==> config.mk <==
export PLATFORM = sky130hd
export DESIGN_NAME = refill_arbiter
export DESIGN_NICKNAME = d
export VERILOG_FILES = /design/src/rtl/refill_arbiter_pkg.sv /design/src/rtl/refill_arbiter_rr_arbiter2.sv /design/src/rtl/refill_arbiter.sv
export SDC_FILE = /design/constraint.sdc
export NUM_CORES = 1
export LEC_CHECK = 0
export BUFFER_PORTS_ARGS = -buffer_cell sky130_fd_sc_hd__buf_4
export CORE_MARGIN = 10
export CORE_UTILIZATION = 45
export CTS_CLUSTER_DIAMETER = 100
export DETAILED_ROUTE_END_ITERATION = 7
export GPL_TIMING_DRIVEN = 0
export PLACE_DENSITY = 0.78
export SETUP_SLACK_MARGIN = 0.3
export SYNTH_ARGS = -nofsm -noshare
export SYNTH_HDL_FRONTEND = slang
export SYNTH_SLANG_ARGS = --single-unit
==> constraint.sdc <==
create_clock -name clk_inv -period 3.8 [get_ports clk_inv]
set_clock_uncertainty 0.05 [all_clocks]
set_input_delay 0.38 -clock clk_inv [delete_from_list [all_inputs] [get_ports clk_inv]]
set_output_delay 0.38 -clock clk_inv [all_outputs]
set_load 0.05 [all_outputs]
==> src/rtl/refill_arbiter_pkg.sv <==
// Shared constants for the cache refill arbiter: FSM state encodings,
// requester ids and burst/block geometry.
package refill_arbiter_pkg;

    // FSM state encodings
    localparam logic [1:0] ST_IDLE  = 2'd0;
    localparam logic [1:0] ST_GRANT = 2'd1;
    localparam logic [1:0] ST_FILL  = 2'd2;
    localparam logic [1:0] ST_DONE  = 2'd3;

    // Requester ids, also used as the value of last_served
    localparam logic REQ_I = 1'b0;
    localparam logic REQ_D = 1'b1;

    // Burst geometry: four 32-bit beats make one 128-bit block
    localparam int BEATS      = 4;
    localparam int WORD_BITS  = 32;
    localparam int BLOCK_BITS = BEATS * WORD_BITS;

endpackage

==> src/rtl/refill_arbiter_rr_arbiter2.sv <==
// Two-way round-robin arbiter between the I-cache and D-cache miss requests.
// A decision is only taken while en is high; the winner is remembered in
// last_served so that the loser of a tie is preferred next time.
module rr_arbiter2
    import refill_arbiter_pkg::*;
(
    input  logic clk_inv,
    input  logic nrst,
    input  logic en,
    input  logic req_i,
    input  logic req_d,
    output logic grant_valid,
    output logic winner
);

    logic last_served;

    // Pick a winner: a lone requester wins, a tie goes to whoever was not served last
    always_comb begin
        grant_valid = en && (req_i || req_d);
        winner      = REQ_I;
        if (req_i && req_d) begin
            winner = (last_served == REQ_I) ? REQ_D : REQ_I;
        end else if (req_d) begin
            winner = REQ_D;
        end
    end

    // Remember the granted side; reset to D so that I wins the first tie
    always_ff @(posedge clk_inv) begin
        if (!nrst) begin
            last_served <= REQ_D;
        end else if (grant_valid) begin
            last_served <= winner;
        end
    end

endmodule

==> src/rtl/refill_arbiter.sv <==
// Refill arbiter: shares the main-memory read port between the I-cache and
// D-cache miss paths. Grants one side round-robin, issues a 4-beat word burst
// for the missed block and assembles it into a 128-bit line.
// Optional feature macro: CRITICAL_WORD_FIRST_EN - when defined the burst
// starts at the missed word and wraps; otherwise it always runs 0,1,2,3.
// Either way every word lands in its own slot of o_data_block.
module refill_arbiter
    import refill_arbiter_pkg::*;
#(
    parameter int ADDR_BITS = 12
) (
    input  logic                    clk_inv,
    input  logic                    nrst,
    input  logic                    i_req_i,
    input  logic [ADDR_BITS-3:0]    i_addr_i,
    input  logic                    i_req_d,
    input  logic [ADDR_BITS-3:0]    i_addr_d,
    input  logic                    i_ready_mm,
    input  logic [WORD_BITS-1:0]    i_data_from_mem,
    output logic                    o_mem_en,
    output logic [ADDR_BITS-3:0]    o_addr_to_mem,
    output logic                    o_gnt_i,
    output logic                    o_gnt_d,
    output logic [BLOCK_BITS-1:0]   o_data_block,
    output logic                    o_done_i,
    output logic                    o_done_d,
    output logic                    o_busy
);

    logic [1:0]             state;
    logic                   gnt_i;
    logic                   gnt_d;
    logic [ADDR_BITS-5:0]   base;
    logic [1:0]             offset;
    logic [1:0]             count;
    logic [1:0]             beat_idx;
    logic [WORD_BITS-1:0]   slot [BEATS];
    logic                   arb_valid;
    logic                   arb_winner;
    logic                   beat_accept;

    rr_arbiter2 u_arb (
        .clk_inv     (clk_inv),
        .nrst        (nrst),
        .en          (state == ST_IDLE),
        .req_i       (i_req_i),
        .req_d       (i_req_d),
        .grant_valid (arb_valid),
        .winner      (arb_winner)
    );

`ifdef CRITICAL_WORD_FIRST_EN
    // Start at the missed word and wrap around the block
    assign beat_idx = offset + count;
`else
    // Fixed ascending order; the missed-word offset does not affect the burst
    logic unused_offset;
    assign unused_offset = ^offset;
    assign beat_idx      = count;
`endif

    assign beat_accept = (state == ST_FILL) && i_ready_mm;

    // Main FSM plus grant, latched address, beat counter and block buffer
    always_ff @(posedge clk_inv) begin
        if (!nrst) begin
            state  <= ST_IDLE;
            gnt_i  <= 1'b0;
            gnt_d  <= 1'b0;
            base   <= '0;
            offset <= '0;
            count  <= '0;
            for (int k = 0; k < BEATS; k++) begin
                slot[k] <= '0;
            end
        end else begin
            case (state)
                ST_IDLE: begin
                    if (arb_valid) begin
                        state <= ST_GRANT;
                        gnt_i <= (arb_winner == REQ_I);
                        gnt_d <= (arb_winner == REQ_D);
                    end
                end
                ST_GRANT: begin
                    if (gnt_i) begin
                        base   <= i_addr_i[ADDR_BITS-3:2];
                        offset <= i_addr_i[1:0];
                    end else begin
                        base   <= i_addr_d[ADDR_BITS-3:2];
                        offset <= i_addr_d[1:0];
                    end
                    count <= '0;
                    state <= ST_FILL;
                end
                ST_FILL: begin
                    if (beat_accept) begin
                        slot[beat_idx] <= i_data_from_mem;
                        count          <= count + 2'd1;
                        if (count == 2'd3) begin
                            state <= ST_DONE;
                        end
                    end
                end
                ST_DONE: begin
                    state <= ST_IDLE;
                    gnt_i <= 1'b0;
                    gnt_d <= 1'b0;
                end
                default: begin
                    state <= ST_IDLE;
                end
            endcase
        end
    end

    // Outputs decoded from the current state and the latched grant/address
    always_comb begin
        o_mem_en      = (state == ST_FILL);
        o_addr_to_mem = (state == ST_FILL) ? {base, beat_idx} : '0;
        o_gnt_i       = gnt_i;
        o_gnt_d       = gnt_d;
        o_done_i      = (state == ST_DONE) && gnt_i;
        o_done_d      = (state == ST_DONE) && gnt_d;
        o_busy        = (state != ST_IDLE);
        o_data_block  = {slot[0], slot[1], slot[2], slot[3]};
    end

endmodule
==> run metrics <==
CTS Buf Count=17; R2R depth=7; Setup crit end kind=output pin; Die Width=about 130 um; Sink Count=roughly 140; Die H=131.7 um; final slew viol count=0; max_cap viols=0; routed wire length=about 15 mm; sequential fraction of the synthesis area=0.7380; RSZ-0062 raised after global routing=no; crit-path max FO=10; fin crit period=2.455 ns; Core Rows=40; DRT iter0 DRCs=258; share of cells above drive strength 1=0.4140; Pre-antenna DRT Iters=6; Core ar.=~12,000 um^2; DP HPWL=around 11 mm; PD cells=about 560 nW/um^2; Finished Core Util=0.6637; Routability Congestion=0.7778; Worst Path Required=3.37 ns; mapped cell area=5615 um^2; post-CTS setup buffer count=0; post-cts gate resize count=0; non-filler cells, final=767; CTS Root Cell=clkbuf_16; Fin. Hold Viols=0; Initial Util=0.4636; Crit path max-delay family=buffers and inverters; worst slack, placed=1.453 ns; synthesized area per cell=15.22 um^2; crit-path cells=inv_1, ha_1, buf_2, clkbuf_1, and2_1, buf_4; crit start category=flip-flop; CTS hold repair buffers=0; final setup vio count=0; worst-skew pair later-pin latency=0.41 ns; NumNets Final=between 600 and 700; Via Count=between 3,000 and 4,000; WS Path Type=flip-flop to output pin; Synth cell types=28; number of nets with antenna violations after routing=0; Worst Tran Pin Value=between 0.7 and 0.8 ns; Max Clk Rate=0.4074 GHz; synthesized flop and latch total=about 140; critical path depth in cells=6; CP max stage cell=clkbuf_1; Setup TNS=0 ns; area of the die=around 17,000 um^2; outcome=completed; clock transition at the registers of the reported paths=roughly 0.06 ns; LEAKAGE=0.003498 uW; Buffers on Ports=just under 200; largest area contributor in the netlist=edfxtp_1; TritonCTS clock tree=yes; Final Instance Area=approximately 8000 um^2; largest net degree at the start of global routing=24; Hold Crit Class=primary input to flip-flop; DRC viols=0; GRT Resource Usage Total=0.1759; Synth area leaders=edfxtp_1 68%, and2_1 16%, dfxtp_1 5.3%, mux2i_1 1.8%, o211a_1 1.4%; Antenna Cells=0; Area Overhead vs Synth=43.16%; dpl cells=approximately 740; post-synth top area share=0.6845; CP arrival=between 2 and 2.5 ns; filler cell count=about 870; Ys Warns=0; H-Tree Depth=4; initial antenna violation count=0; worst vdd ir=0.4024 mV; Tcrit/Tclk final=0.6459; Syn Nets=431; Hold Crit Depth=2; vias in the first global route=3,965; Area after DPL=7420 um^2; crit-path max cell delay=0.35 ns; drt via density=~4.8; IO Count=between 200 and 250; gr ovfl total=0; Syn Inst Count=between 300 and 400; Clock Path Buffers=2; Max-Slew Margin vs Limit=0.5034; fin worst setup slack=1.345 ns; first-pass GRT wire length=between 20 and 25 mm; WL per Instance=between 15 and 20 um; Critical path buffers and inverters=4
-- report_power, final --
part           internal (uW)  switching, uW
registers               1840           55.0
logic                    286            607
clock network           1150            601
total                   3270           1260
-- through the flow --
step                total power (uW)  hold slack [ns]
global route                    4706           0.1837
floorplan                       2508           0.3961
finish                          4537           0.1795
CTS                             4570           0.1630
detailed placement              2826           0.4116
global placement                2790           0.4025
-- Yosys cell counts --
library cell	number
nand2b_1	4
nor3b_1	2
o211a_1	8
a32o_1	2
dfxtp_1	15
or2_2	1
o211ai_1	1
nor2_1	2
o221a_2	1
clkbuf_2	9
buf_2	4
mux2i_1	10
and2_1	140
o21a_1	1
edfxtp_1	128
a21boi_0	1
ha_1	5
a21oi_1	1
inv_1	3
o21ai_0	2
and3_1	1
nor3_2	1
nand3_4	1
nor2b_1	1
clkbuf_1	6
nand2_1	17
a32oi_1	1
nor3b_4	1
-- worst paths after layout --
kind                                    endpoint      from  slack, ns
worst min-delay path                     o_gnt_i   i_req_i       0.18
worst max register to register       slot[0][15]  state[0]       1.49
worst min register to register           base[1]   base[1]       0.42
worst max-delay path            o_addr_to_mem[1]  state[0]       1.35
-- flip-flops by register name, summed over array words and instances, names as in the netlist --
name and cells:
base 8, beat_idx 2, o_gnt_d 1, o_gnt_i 1
slot 128, state 2, u_arb.last_served 1
-- layout by cell type (no fill, tap or decap), types with 3 or more instances in the layout --
cell type    n
edfxtp_1   128
clkbuf_1     6
buf_2        4
and2_1     140
clkbuf_2     9
buf_4      196
o211a_1      8
ha_1         5
nand2_1     17
dfxtp_1     15
inv_1        3
clkbuf_16   17
bufinv_16    5
mux2i_1     10
clkinv_1     4
-- area by class of cell --
type	count	area, um^2	area share
Multi-Input combinational cell	204	1400	0.1742
Clock inverter	13	193.9	0.02412
Tap cell	168	210.2	0.02615
Sequential cell	143	4144	0.5155
Timing Repair Buffer	200	1567	0.1949
Clock buffer	17	425.4	0.05292
Inverter	3	11.26	0.001401
Buffer	19	87.58	0.01089
-- per-layer routing --
metal  track usage  wire length (um)
met2        0.2721              7105
met3       0.07736              1394
met4       0.07169               338
met1        0.2103              6243
met5             0                 0
-- worst reg2reg max path, cell delays in order, from the launching register on --
cell and delay (ns):
dfxtp_1 0.33, inv_1 0.10, ha_1 0.20, buf_2 0.22, nand3_4 0.11, nor3_2 0.33
nand2b_2 0.42, buf_12 0.24
-- kinds of logic (layout without fill, tap and decap cells) --
family / after synthesis / in the layout / synth area share
AOI/OAI and AO/OA: 18 / 18 / 0.02808
DFF: 143 / 143 / 0.7380
buffers and inverters: 22 / 252 / 0.01760
muxes: 10 / 10 / 0.01783
adders and majority gates: 5 / 5 / 0.01114
and+or+nand+nor: 171 / 171 / 0.1874
Note: power is estimated with default switching activity, not from simulation.
